<file path="config.mk">
export PLATFORM = sky130hd
export DESIGN_NAME = scan_link_receiver
export DESIGN_NICKNAME = d
export VERILOG_FILES = /design/src/rtl/scan_link_pkg.sv /design/src/rtl/scan_link_receiver_byte_fifo.sv /design/src/rtl/scan_link_receiver.sv
export SDC_FILE = /design/constraint.sdc
export NUM_CORES = 1
export LEC_CHECK = 0
export ABC_AREA = 1
export CAP_MARGIN = 25
export CORE_ASPECT_RATIO = 0.8
export CORE_MARGIN = 5
export CORE_UTILIZATION = 60
export DETAILED_ROUTE_END_ITERATION = 6
export PLACE_DENSITY_LB_ADDON = 0.3
export SYNTH_ARGS = -nofsm -noshare
export SYNTH_HDL_FRONTEND = slang
export SYNTH_SLANG_ARGS = --single-unit
export TNS_END_PERCENT = 100
</file>
<file path="constraint.sdc">
create_clock -name clk -period 4 [get_ports clk]
set_input_delay 0.8 -clock clk [delete_from_list [all_inputs] [get_ports clk]]
set_output_delay 0.8 -clock clk [all_outputs]
set_load 0.02 [all_outputs]
</file>
<file path="src/rtl/scan_link_pkg.sv">
// ---------------------------------------------------------------------------
// scan_link_pkg
//   Definitions shared by both ends of the scanner serial command/data link.
//   Contents:
//     CMD_READY / CMD_START / CMD_FULL / CMD_DATA : command byte codes
//     rxState_e   : receiver frame state (IDLE, CMD, DATA)
//     isEventCmd  : true for command codes that map onto an event pulse
// ---------------------------------------------------------------------------
package scan_link_pkg;

  localparam logic [7:0] CMD_READY = 8'h02;
  localparam logic [7:0] CMD_START = 8'h03;
  localparam logic [7:0] CMD_FULL  = 8'h04;
  localparam logic [7:0] CMD_DATA  = 8'h07;

  typedef enum logic [1:0] {
    IDLE,
    CMD,
    DATA
  } rxState_e;

  // Codes that complete a transaction on their own and raise an ev* pulse.
  function automatic logic isEventCmd(input logic [7:0] code);
    return (code == CMD_READY) || (code == CMD_START) || (code == CMD_FULL);
  endfunction

endpackage

</file>
<file path="src/rtl/scan_link_receiver_byte_fifo.sv">
// ---------------------------------------------------------------------------
// byte_fifo
//   Small synchronous byte FIFO holding received data bytes until the
//   consumer pops them.
//   Ports:
//     clk          : system clock, rising edge
//     rst          : synchronous active-low reset (empties the FIFO)
//     push_i       : write data_i this cycle (ignored when full unless a pop
//                    happens in the same cycle)
//     data_i       : byte to write
//     pop_i        : remove the head entry (ignored when empty)
//     data_o       : head entry, forced to 0 while empty
//     count_o      : current occupancy
//     countNext_o  : occupancy after this cycle's push/pop
//     full_o       : all DEPTH entries used
//     empty_o      : no entries
// ---------------------------------------------------------------------------
module byte_fifo #(
  parameter int DEPTH = 4
) (
  input  logic                       clk,
  input  logic                       rst,
  input  logic                       push_i,
  input  logic [7:0]                 data_i,
  input  logic                       pop_i,
  output logic [7:0]                 data_o,
  output logic [$clog2(DEPTH):0]     count_o,
  output logic [$clog2(DEPTH):0]     countNext_o,
  output logic                       full_o,
  output logic                       empty_o
);

  localparam int PW = $clog2(DEPTH);
  localparam int CW = PW + 1;

  logic [7:0]    mem_q [DEPTH];
  logic [PW-1:0] wrPtr_q, wrPtr_d;
  logic [PW-1:0] rdPtr_q, rdPtr_d;
  logic [CW-1:0] count_q, count_d;
  logic          doPush, doPop;

  // A pop frees the head slot in the same cycle, so a full FIFO can still
  // accept a push when it is being read at the same time.
  always_comb begin
    doPop   = pop_i && (count_q != '0);
    doPush  = push_i && ((count_q != CW'(DEPTH)) || doPop);
    wrPtr_d = wrPtr_q + PW'(doPush);
    rdPtr_d = rdPtr_q + PW'(doPop);
    count_d = count_q + CW'(doPush) - CW'(doPop);
  end

  // Pointers wrap naturally because DEPTH is a power of two.
  always_ff @(posedge clk) begin
    if (!rst) begin
      wrPtr_q <= '0;
      rdPtr_q <= '0;
      count_q <= '0;
    end else begin
      wrPtr_q <= wrPtr_d;
      rdPtr_q <= rdPtr_d;
      count_q <= count_d;
    end
  end

  // Storage needs no reset; the head is masked while the FIFO is empty.
  always_ff @(posedge clk) begin
    if (doPush) begin
      mem_q[wrPtr_q] <= data_i;
    end
  end

  always_comb begin
    empty_o     = (count_q == '0);
    full_o      = (count_q == CW'(DEPTH));
    count_o     = count_q;
    countNext_o = count_d;
    data_o      = empty_o ? 8'h00 : mem_q[rdPtr_q];
  end

endmodule

</file>
<file path="src/rtl/scan_link_receiver.sv">
// ---------------------------------------------------------------------------
// scan_link_receiver
//   Receiving end of the scanner serial link. Synchronizes the scanner's
//   gated serial clock and data into clk, deserializes LSB-first 8-bit
//   frames, turns command bytes into one-cycle event pulses and queues data
//   bytes (those following a CMD_DATA command) in a byte FIFO.
//   Ports:
//     clk                 : system clock, rising edge
//     rst                 : synchronous active-low reset
//     serClkIn            : scanner serial clock, asynchronous to clk
//     serDataIn           : scanner serial data
//     dataRead            : consumer pop strobe
//     readyForTransferOut : registered, high while a FIFO entry is free
//     cmdValid            : pulse when a command byte completes
//     cmdCode             : last completed command byte
//     evReady/evStartScan/evFull : pulses alongside cmdValid for codes 2/3/4
//     dataAvail           : FIFO not empty
//     dataByte            : FIFO head
//     fifoCount           : FIFO occupancy
//     overflow            : sticky, a data byte was dropped on a full FIFO
//     frameErr            : pulse on inter-edge timeout or unknown command
// ---------------------------------------------------------------------------
module scan_link_receiver #(
  parameter int FIFO_DEPTH  = 4,
  parameter int TIMEOUT     = 64,
  parameter int SYNC_STAGES = 2
) (
  input  logic                          clk,
  input  logic                          rst,
  input  logic                          serClkIn,
  input  logic                          serDataIn,
  input  logic                          dataRead,
  output logic                          readyForTransferOut,
  output logic                          cmdValid,
  output logic [7:0]                    cmdCode,
  output logic                          evReady,
  output logic                          evStartScan,
  output logic                          evFull,
  output logic                          dataAvail,
  output logic [7:0]                    dataByte,
  output logic [$clog2(FIFO_DEPTH):0]   fifoCount,
  output logic                          overflow,
  output logic                          frameErr
);

  import scan_link_pkg::*;

  localparam int CW = $clog2(FIFO_DEPTH) + 1;
  localparam int TW = $clog2(TIMEOUT + 1);

  logic [SYNC_STAGES-1:0] syncClk_q, syncClk_d;
  logic [SYNC_STAGES-1:0] syncData_q, syncData_d;
  logic                   clkPrev_q, clkPrev_d;

  rxState_e               state_q, state_d;
  logic [7:0]             shift_q, shift_d;
  logic [2:0]             bitCnt_q, bitCnt_d;
  logic [TW-1:0]          timeoutCnt_q, timeoutCnt_d;
  logic [7:0]             cmdCode_q, cmdCode_d;
  logic                   cmdValid_q, cmdValid_d;
  logic                   frameErr_q, frameErr_d;
  logic                   overflow_q, overflow_d;
  logic                   ready_q, ready_d;

  logic                   edgeEvent;
  logic                   serBit;
  logic [7:0]             shiftNext;

  logic                   fifoPush;
  logic                   fifoPop;
  logic [7:0]             fifoHead;
  logic [CW-1:0]          fifoCountQ;
  logic [CW-1:0]          fifoCountNext;
  logic                   fifoFull;
  logic                   fifoEmpty;

  byte_fifo #(
    .DEPTH(FIFO_DEPTH)
  ) u_fifo (
    .clk         (clk),
    .rst         (rst),
    .push_i      (fifoPush),
    .data_i      (shiftNext),
    .pop_i       (fifoPop),
    .data_o      (fifoHead),
    .count_o     (fifoCountQ),
    .countNext_o (fifoCountNext),
    .full_o      (fifoFull),
    .empty_o     (fifoEmpty)
  );

  // Data is taken from the same synchronizer depth as the clock so both
  // lines see identical latency; an edge event is a 0->1 step at the last
  // clock stage.
  assign serBit    = syncData_q[SYNC_STAGES-1];
  assign edgeEvent = syncClk_q[SYNC_STAGES-1] && !clkPrev_q;
  assign shiftNext = {serBit, shift_q[7:1]};
  assign fifoPop   = dataRead && !fifoEmpty;

  // State register: FSM state, synchronizers, datapath and registered
  // outputs all load together; reset wipes any partial frame.
  always_ff @(posedge clk) begin
    if (!rst) begin
      syncClk_q    <= '0;
      syncData_q   <= '0;
      clkPrev_q    <= 1'b0;
      state_q      <= IDLE;
      shift_q      <= '0;
      bitCnt_q     <= '0;
      timeoutCnt_q <= '0;
      cmdCode_q    <= '0;
      cmdValid_q   <= 1'b0;
      frameErr_q   <= 1'b0;
      overflow_q   <= 1'b0;
      ready_q      <= 1'b0;
    end else begin
      syncClk_q    <= syncClk_d;
      syncData_q   <= syncData_d;
      clkPrev_q    <= clkPrev_d;
      state_q      <= state_d;
      shift_q      <= shift_d;
      bitCnt_q     <= bitCnt_d;
      timeoutCnt_q <= timeoutCnt_d;
      cmdCode_q    <= cmdCode_d;
      cmdValid_q   <= cmdValid_d;
      frameErr_q   <= frameErr_d;
      overflow_q   <= overflow_d;
      ready_q      <= ready_d;
    end
  end

  // Next-state logic: shifts bits on edge events, decodes a completed
  // command byte, pushes a completed data byte and aborts a frame whose
  // serial clock stalls for TIMEOUT cycles. An edge event in the same cycle
  // as the timeout limit wins, since the link is still alive.
  always_comb begin
    syncClk_d    = {syncClk_q[SYNC_STAGES-2:0], serClkIn};
    syncData_d   = {syncData_q[SYNC_STAGES-2:0], serDataIn};
    clkPrev_d    = syncClk_q[SYNC_STAGES-1];
    state_d      = state_q;
    shift_d      = shift_q;
    bitCnt_d     = bitCnt_q;
    timeoutCnt_d = timeoutCnt_q;
    cmdCode_d    = cmdCode_q;
    cmdValid_d   = 1'b0;
    frameErr_d   = 1'b0;
    overflow_d   = overflow_q;
    fifoPush     = 1'b0;

    case (state_q)
      IDLE: begin
        bitCnt_d     = '0;
        timeoutCnt_d = '0;
        if (edgeEvent) begin
          shift_d  = shiftNext;
          bitCnt_d = 3'd1;
          state_d  = CMD;
        end
      end

      CMD, DATA: begin
        if (edgeEvent) begin
          timeoutCnt_d = '0;
          shift_d      = shiftNext;
          bitCnt_d     = bitCnt_q + 3'd1;
          if (bitCnt_q == 3'd7) begin
            state_d = IDLE;
            if (state_q == CMD) begin
              cmdCode_d  = shiftNext;
              cmdValid_d = 1'b1;
              if (shiftNext == CMD_DATA) begin
                state_d = DATA;
              end else if (!isEventCmd(shiftNext)) begin
                frameErr_d = 1'b1;
              end
            end else begin
              fifoPush = 1'b1;
              if (fifoFull && !fifoPop) begin
                overflow_d = 1'b1;
              end
            end
          end
        end else if (timeoutCnt_q == TW'(TIMEOUT - 1)) begin
          state_d      = IDLE;
          bitCnt_d     = '0;
          shift_d      = '0;
          timeoutCnt_d = '0;
          frameErr_d   = 1'b1;
        end else begin
          timeoutCnt_d = timeoutCnt_q + TW'(1);
        end
      end

      default: begin
        state_d  = IDLE;
        bitCnt_d = '0;
      end
    endcase

    ready_d = (fifoCountNext < CW'(FIFO_DEPTH));
  end

  // Output logic: event pulses are decoded from the registered command
  // strobe so they line up exactly with cmdValid.
  always_comb begin
    readyForTransferOut = ready_q;
    cmdValid            = cmdValid_q;
    cmdCode             = cmdCode_q;
    evReady             = cmdValid_q && (cmdCode_q == CMD_READY);
    evStartScan         = cmdValid_q && (cmdCode_q == CMD_START);
    evFull              = cmdValid_q && (cmdCode_q == CMD_FULL);
    dataAvail           = !fifoEmpty;
    dataByte            = fifoHead;
    fifoCount           = fifoCountQ;
    overflow            = overflow_q;
    frameErr            = frameErr_q;
  end

endmodule

</file>
# Word-level counts from Yosys, hierarchy flattened
# Memory sizes are Yosys's and may differ from the RTL's. A register that Yosys moved wholly into a read port is not among the register bits.
# Cells that the tools add are included.
[classes]
muxes = 33
magnitude_cmp = 1
mul = 0
div = 0
eq_ne = 16
add_sub_neg = 6
n_shift = 0
bitwise_logic = 1
n_reduce_logical = 25
[op_table]
columns = ["operator", "n"]
rows = [
  ["$eq A8 B2 Y1 const B", 4],
  ["$mux W8", 4],
  ["$eq A8 B3 Y1 const B", 3],
  ["$pmux W8 S2", 1],
  ["$mux W1", 14],
  ["$mux W2", 7],
  ["$mux W7", 2],
  ["$pmux W7 S2", 1],
  ["$ne A3 B3 Y1 const B", 3],
  ["$logic_and A1 B1 Y1", 8],
  ["$reduce_and A4 Y1", 2],
  ["$add A7 B1 Y7 const B", 1],
  ["$eq A7 B6 Y1 const B", 1],
  ["$eq A3 B3 Y1 const B", 2],
  ["$mux W3", 2],
  ["$pmux W3 S2", 1],
  ["$reduce_and A3 Y1", 2],
  ["$reduce_and A5 Y1", 1],
  ["$add A2 B1 Y2", 2],
  ["$pmux W2 S2", 1],
  ["$add A3 B1 Y3", 1],
  ["$add A3 B1 Y3 const B", 1],
  ["$logic_not A1 Y1", 3],
  ["$logic_not A3 Y1", 1],
  ["12 further kinds", 14],
]
[totals]
mem_count = 1
latch_bits = 0
wordCells = 98
in_bits = 5
mem_bits_ro = 0
register_bits = 44
ramBits = 32
[memory_table]
columns = ["name", "words", "word_bits", "read_ports", "rd_clocked_by_memory_dff", "wr", "line_no", "source"]
rows = [
  ["u_fifo.mem_q", 4, 8, 1, 1, 1, "scan_link_receiver_byte_fifo.sv:36", "logic [7:0] mem_q [DEPTH];"],
]

# Logic depth before layout (Yosys ltp)
[depth]
word_depth = 9
ltp_mapped = 13
depth_no_buf = 13

# Cells and area by module
# Synthesis repeated with hierarchy kept, for this count alone.
[hier_totals]
cells_unflattened = 425
hier_area_um2 = 3499.6
[by_module_without_submodules]
columns = ["module", "cells_per_inst", "area_per_inst_um2", "instances", "seq_area_each_um2"]
rows = [
  ["byte_fifo", 185, 1779.2, 1, 1101.1],
  ["scan_link_receiver", 240, 1720.4, 1, 720.7],
]

# Least setup slack after synthesis
# No wires, ideal clock.
[synth_path]
path_kind = "reg-to-reg"
startpoint = "reg state_q[0]"
endpoint = "reg ready_q (netlist: readyForTransferOut)"
path_stages_with_launch = 14
t_arrival_ns = 2.353
synth_period_minus_slack_ns = 2.468
required_ns = 3.885
path_slack_ns = 1.532
path_cell_list = "dfxtp_1 -> inv_1 -> ha_1 -> inv_2 -> nor2_4 -> nand2_2 -> or2_4 -> inv_1 -> ha_1 -> inv_1 -> fa_1 -> xnor2_1 -> xor2_1 -> and2_1"
[synth_between]
elab_chain_len = 9
elab_cells_between_ends = 11
classes_between = "add/sub (2); order compare (1); eq/ne (2); mux (4); reduce/logical (2)"
[synth_lines]
columns = ["element", "line_no", "source"]
rows = [
  ["start, declared", "scan_link_receiver.sv:55", "rxState_e state_q, state_d;"],
  ["start signal, assigned", "scan_link_receiver.sv:120", "state_q <= state_d;"],
  ["$eq A2 B1 Y1", "scan_link_receiver.sv:150, scan_link_receiver.sv:168", ""],
  ["$mux W1", "scan_link_receiver.sv:168", "if (state_q == CMD) begin"],
  ["$mux W1", "scan_link_receiver.sv:166", "if (bitCnt_q == 3'd7) begin"],
  ["$mux W1", "scan_link_receiver.sv:162", "if (edgeEvent) begin"],
  ["$mux W1 *", "scan_link_receiver.sv:150", "case (state_q)"],
  ["$logic_and A1 B1 Y1 *", "scan_link_receiver_byte_fifo.sv:46", "doPush = push_i && ((count_q != CW'(DEPTH)) || doPop);"],
  ["$add A3 B1 Y3 *", "scan_link_receiver_byte_fifo.sv:49", "count_d = count_q + CW'(doPush) - CW'(doPop);"],
  ["$sub A3 B1 Y3 *", "scan_link_receiver_byte_fifo.sv:49", ""],
  ["$lt A3 B3 Y1 *", "scan_link_receiver.sv:200", "ready_d = (fifoCountNext < CW'(FIFO_DEPTH));"],
  ["end signal, assigned", "scan_link_receiver.sv:128", "ready_q <= ready_d;"],
  ["end, declared", "scan_link_receiver.sv:63", "logic ready_q, ready_d;"],
]
# Every way passes the cells marked *; elsewhere a longest branch is shown, timed or not.
# A chain may end at the register's enable or synchronous reset.

==> qor.yml <==
routing:
  ant_nets: 0
  drc: 0
  num_vias: 2485
  viasPerCell: 5.22
  wl_mm: 6.45
  drt_pass1_iterations: 4
  wl_per_cell_um: 13.6
  drt_first_iter_violations: 134
power:
  power.share.combinational: 0.326
  intPower_w: 0.00157
  irDropWorstVdd_mv: 0.523
  p_seq_frac: 0.404
  p_leak_nw: 1.55
  p_clk_frac: 0.270
  swShare: 0.350
  power_switching_w: 0.000846
  p_per_area_nw_per_um2: 620
die:
  initial_core_util: 0.613
  die-area_um2: 7120
  core_area_um2: 5410
  die_h_um: 76.5
  num_io_pins: 32
  num_rows: 24
  fp.dieW_um: 93.1
synthesis:
  netlist_area_um2: 3310
  yosysTopAreaCell: "edfxtp_1"
  synthTopCellsByArea: "edfxtp_1 29%, dfxtp_1 26%, nor2_1 8.4%"
  synth_fp_nets: 389
  synth-simple-area-share: 0.219
  synth_top_area_frac: 0.290
  ys_ff_latch: 75
  avgSynthCellArea_um2: 8.93
  synth_cell_types: 32
  synth_top_family_by_area: "simple AND/OR/NAND/NOR gates"
  synth-compound-area-share: 0.0876
  synth.area.mux_share: 0.00302
  netlist_instances: 371
  ys.warnings.count: 0
  ys_seq_area_frac: 0.550
  synth_fa_ha_area_frac: 0.0513
  synthXorXnorAreaFrac: 0.0185
timing:
  tightest_slew_ns: 1.04
  slew_viol_final: 0
  rsz0062_at_grt: "no"
  fin_tns_setup_ns: 0
  finalCritPeriodShare: 0.781
  hold_violations: 0
  final.min_clock_period_ns: 3.12
  relSlewSlack: 0.302
  fin_skew_ns: 0.00773
  clock.fmax_mhz: 320
  setup_violations: 0
critical_path:
  crit-reg2reg-capture: "readyForTransferOut"
  slowest_stage: "dfxtp_1"
  crit_cells: 4
  critPathBufInv: 2
  path_class: "reg -> out"
  endpoint: "dataByte[5]"
  setup.worst_path.start_class: "flop"
  end_kind: "primary output"
  r2r_start: "state_q[0]"
  arrival_ns: 2.32
  critPathTopFamily: "buffers and inverters"
  cp-startpoint: "u_fifo.rdPtr_q[0]"
  worstPathRequired_ns: 3.20
  regToRegSetupSlack_ns: 1.26
  path_cells: "inv_2, o21ai_0, a21oi_1, clkdlybuf4s50_1"
  slowest_delay_ns: 0.75
  cp_max_fo: 18
  ff2ff_path_depth: 13
clocking:
  clk_latency_ns: 0.35
  clockBufferDepth: 2
  ctsHoldBuffers: 0
  cts_setup_buffers: 0
  path_clk_slew_ns: 0.07
  root_buffer: "clkbuf_8"
  htreeDepth: 3
  clock_sinks: 75
  cts_tree: "done"
  cts_buffers: 9
  cts_resized: 0
final_layout:
  antenna_cells: 0
  nNetsFinal: 424
  drive_above_1_share: 0.0925
  area_growth_pct: 17.4
  fin_util: 0.720
  fillers: 408
outcome:
  outcome: "finished, final reports clean"
grt:
  grt_usage: 0.199
  grt_pass1_vias: 2408
  antenna_found_initial: 0
  grt_max_degree: 19
  grt-ovfl-total: 0
  grt_pass1_wl_mm: 11.0
place:
  io_buffer_count: 31
  dp_hpwl_mm: 4.45
  place.gp.congestion: 0.848
hold_path:
  hold_depth: 2
  hp-class: "reg -> reg"
flow_run:
  cap_violations: 0
[synth_stat cells, drive strengths merged]
cell type	count
a21oi	29
a31oi	1
and2	1
buf	8
clkbuf	3
dfxtp	43
edfxtp	32
fa	1
ha	12
inv	44
mux2i	1
nand2	51
nand3	18
nand3b	2
nand4	3
nor2	79
nor3	5
nor4	1
o21ai	25
o22ai	1
o31ai	1
or2	3
xnor2	5
xor2	2
[logic make-up (layout without fill, tap and decap cells)]
group	Yosys count	in the layout
flip-flops	75	75
multiplexers	1	1
adder cells (fa/ha/maj)	13	13
AND/OR/NAND/NOR	163	163
XOR/XNOR	7	7
AO/OA/AOI/OAI	57	57
buffers and inverters	55	95
[registers in the layout (all words and copies together), names as in the netlist, 2 cells and up]
name / flops
bitCnt_q: 3
cmdCode: 8
shift_q: 7
state_q: 2
syncClk_q: 2
syncData_q: 2
timeoutCnt_q: 7
u_fifo.count_o: 3
u_fifo.mem_q: 32
u_fifo.rdPtr_q: 2
u_fifo.wrPtr_q: 2
[cell usage in the layout (no fill, tap or decap)]
cell	n
a21oi_1	29
a31oi_1	1
and2_1	1
buf_4	4
bufinv_16	2
clkbuf_8	11
clkdlybuf4s50_1	31
clkinv_2	3
dfxtp_1	43
edfxtp_1	32
fa_1	1
ha_1	12
inv_1	40
inv_2	4
mux2i_1	1
nand2_1	46
nand2_2	2
nand2_4	3
nand3_1	17
nand3_2	1
nand3b_1	2
nand4_1	3
nor2_1	74
nor2_2	3
nor2_4	2
nor3_1	5
nor4_1	1
o21ai_0	25
o22ai_1	1
o31ai_1	1
or2_2	2
or2_4	1
xnor2_1	5
xor2_1	2
[layer usage]
metal	track usage	vias to the layer above	routed length [µm]
li1	-	1275	-
met1	0.255	1146	3040
met2	0.313	57	3050
met3	0.0681	7	304
met4	0.0703	0	59
met5	0	-	0
[area by class of cell]
type / instances / area, µm² / area share
clock inverters: 5 / 75.1 / 0.0193
repair buffers: 35 / 340 / 0.0874
multi-input cells: 241 / 1260 / 0.323
clock buffers: 11 / 151 / 0.0389
inverters: 44 / 165 / 0.0424
well taps: 65 / 81.3 / 0.0209
flip-flops and latches: 75 / 1820 / 0.468
[power by group through the flow]
stage	Sequential, W	Clock [W]	Combinational [W]
after global placement	0.000987	0	0.000760
after detailed placement	0.000991	0	0.000781
after global routing	0.000988	0.000704	0.000881
after floorplan	0.000954	0	0.000574
final	0.000975	0.000652	0.000788
after CTS	0.000974	0.000665	0.000789
[stage by stage]
stage          hold slack [ns]  std cells  total power [W]  setup WS [ns]  area [µm²]
3_5_place_dp             0.405        460          0.00177           1.09        3670
4_1_cts                  0.424        476          0.00243          0.888        3890
5_1_grt                  0.450        476          0.00257          0.666        3890
3_3_place_gp             0.394        460          0.00175           1.15        3670
6_report                 0.418        476          0.00242          0.876        3890
2_1_floorplan            0.390        371          0.00153           1.53        3310
[worst min-delay path by stage]
stage	startpoint	to	slack [ns]
after floorplan	syncClk_q[0]	syncClk_q[1]	0.39
after global placement	syncClk_q[0]	syncClk_q[1]	0.39
after detailed placement	syncClk_q[0]	syncClk_q[1]	0.41
after CTS	syncClk_q[0]	syncClk_q[1]	0.42
after global routing	syncData_q[0]	syncData_q[1]	0.45
final	syncClk_q[0]	syncClk_q[1]	0.42
[worst min-delay path, delay by kind of cell, from the launching register on]
family                 cells  cell delay [ns]
buffers and inverters      1             0.04
DFF                        1             0.31
and+or+nand+nor            1             0.05
(Power assumes the default switching activity.)
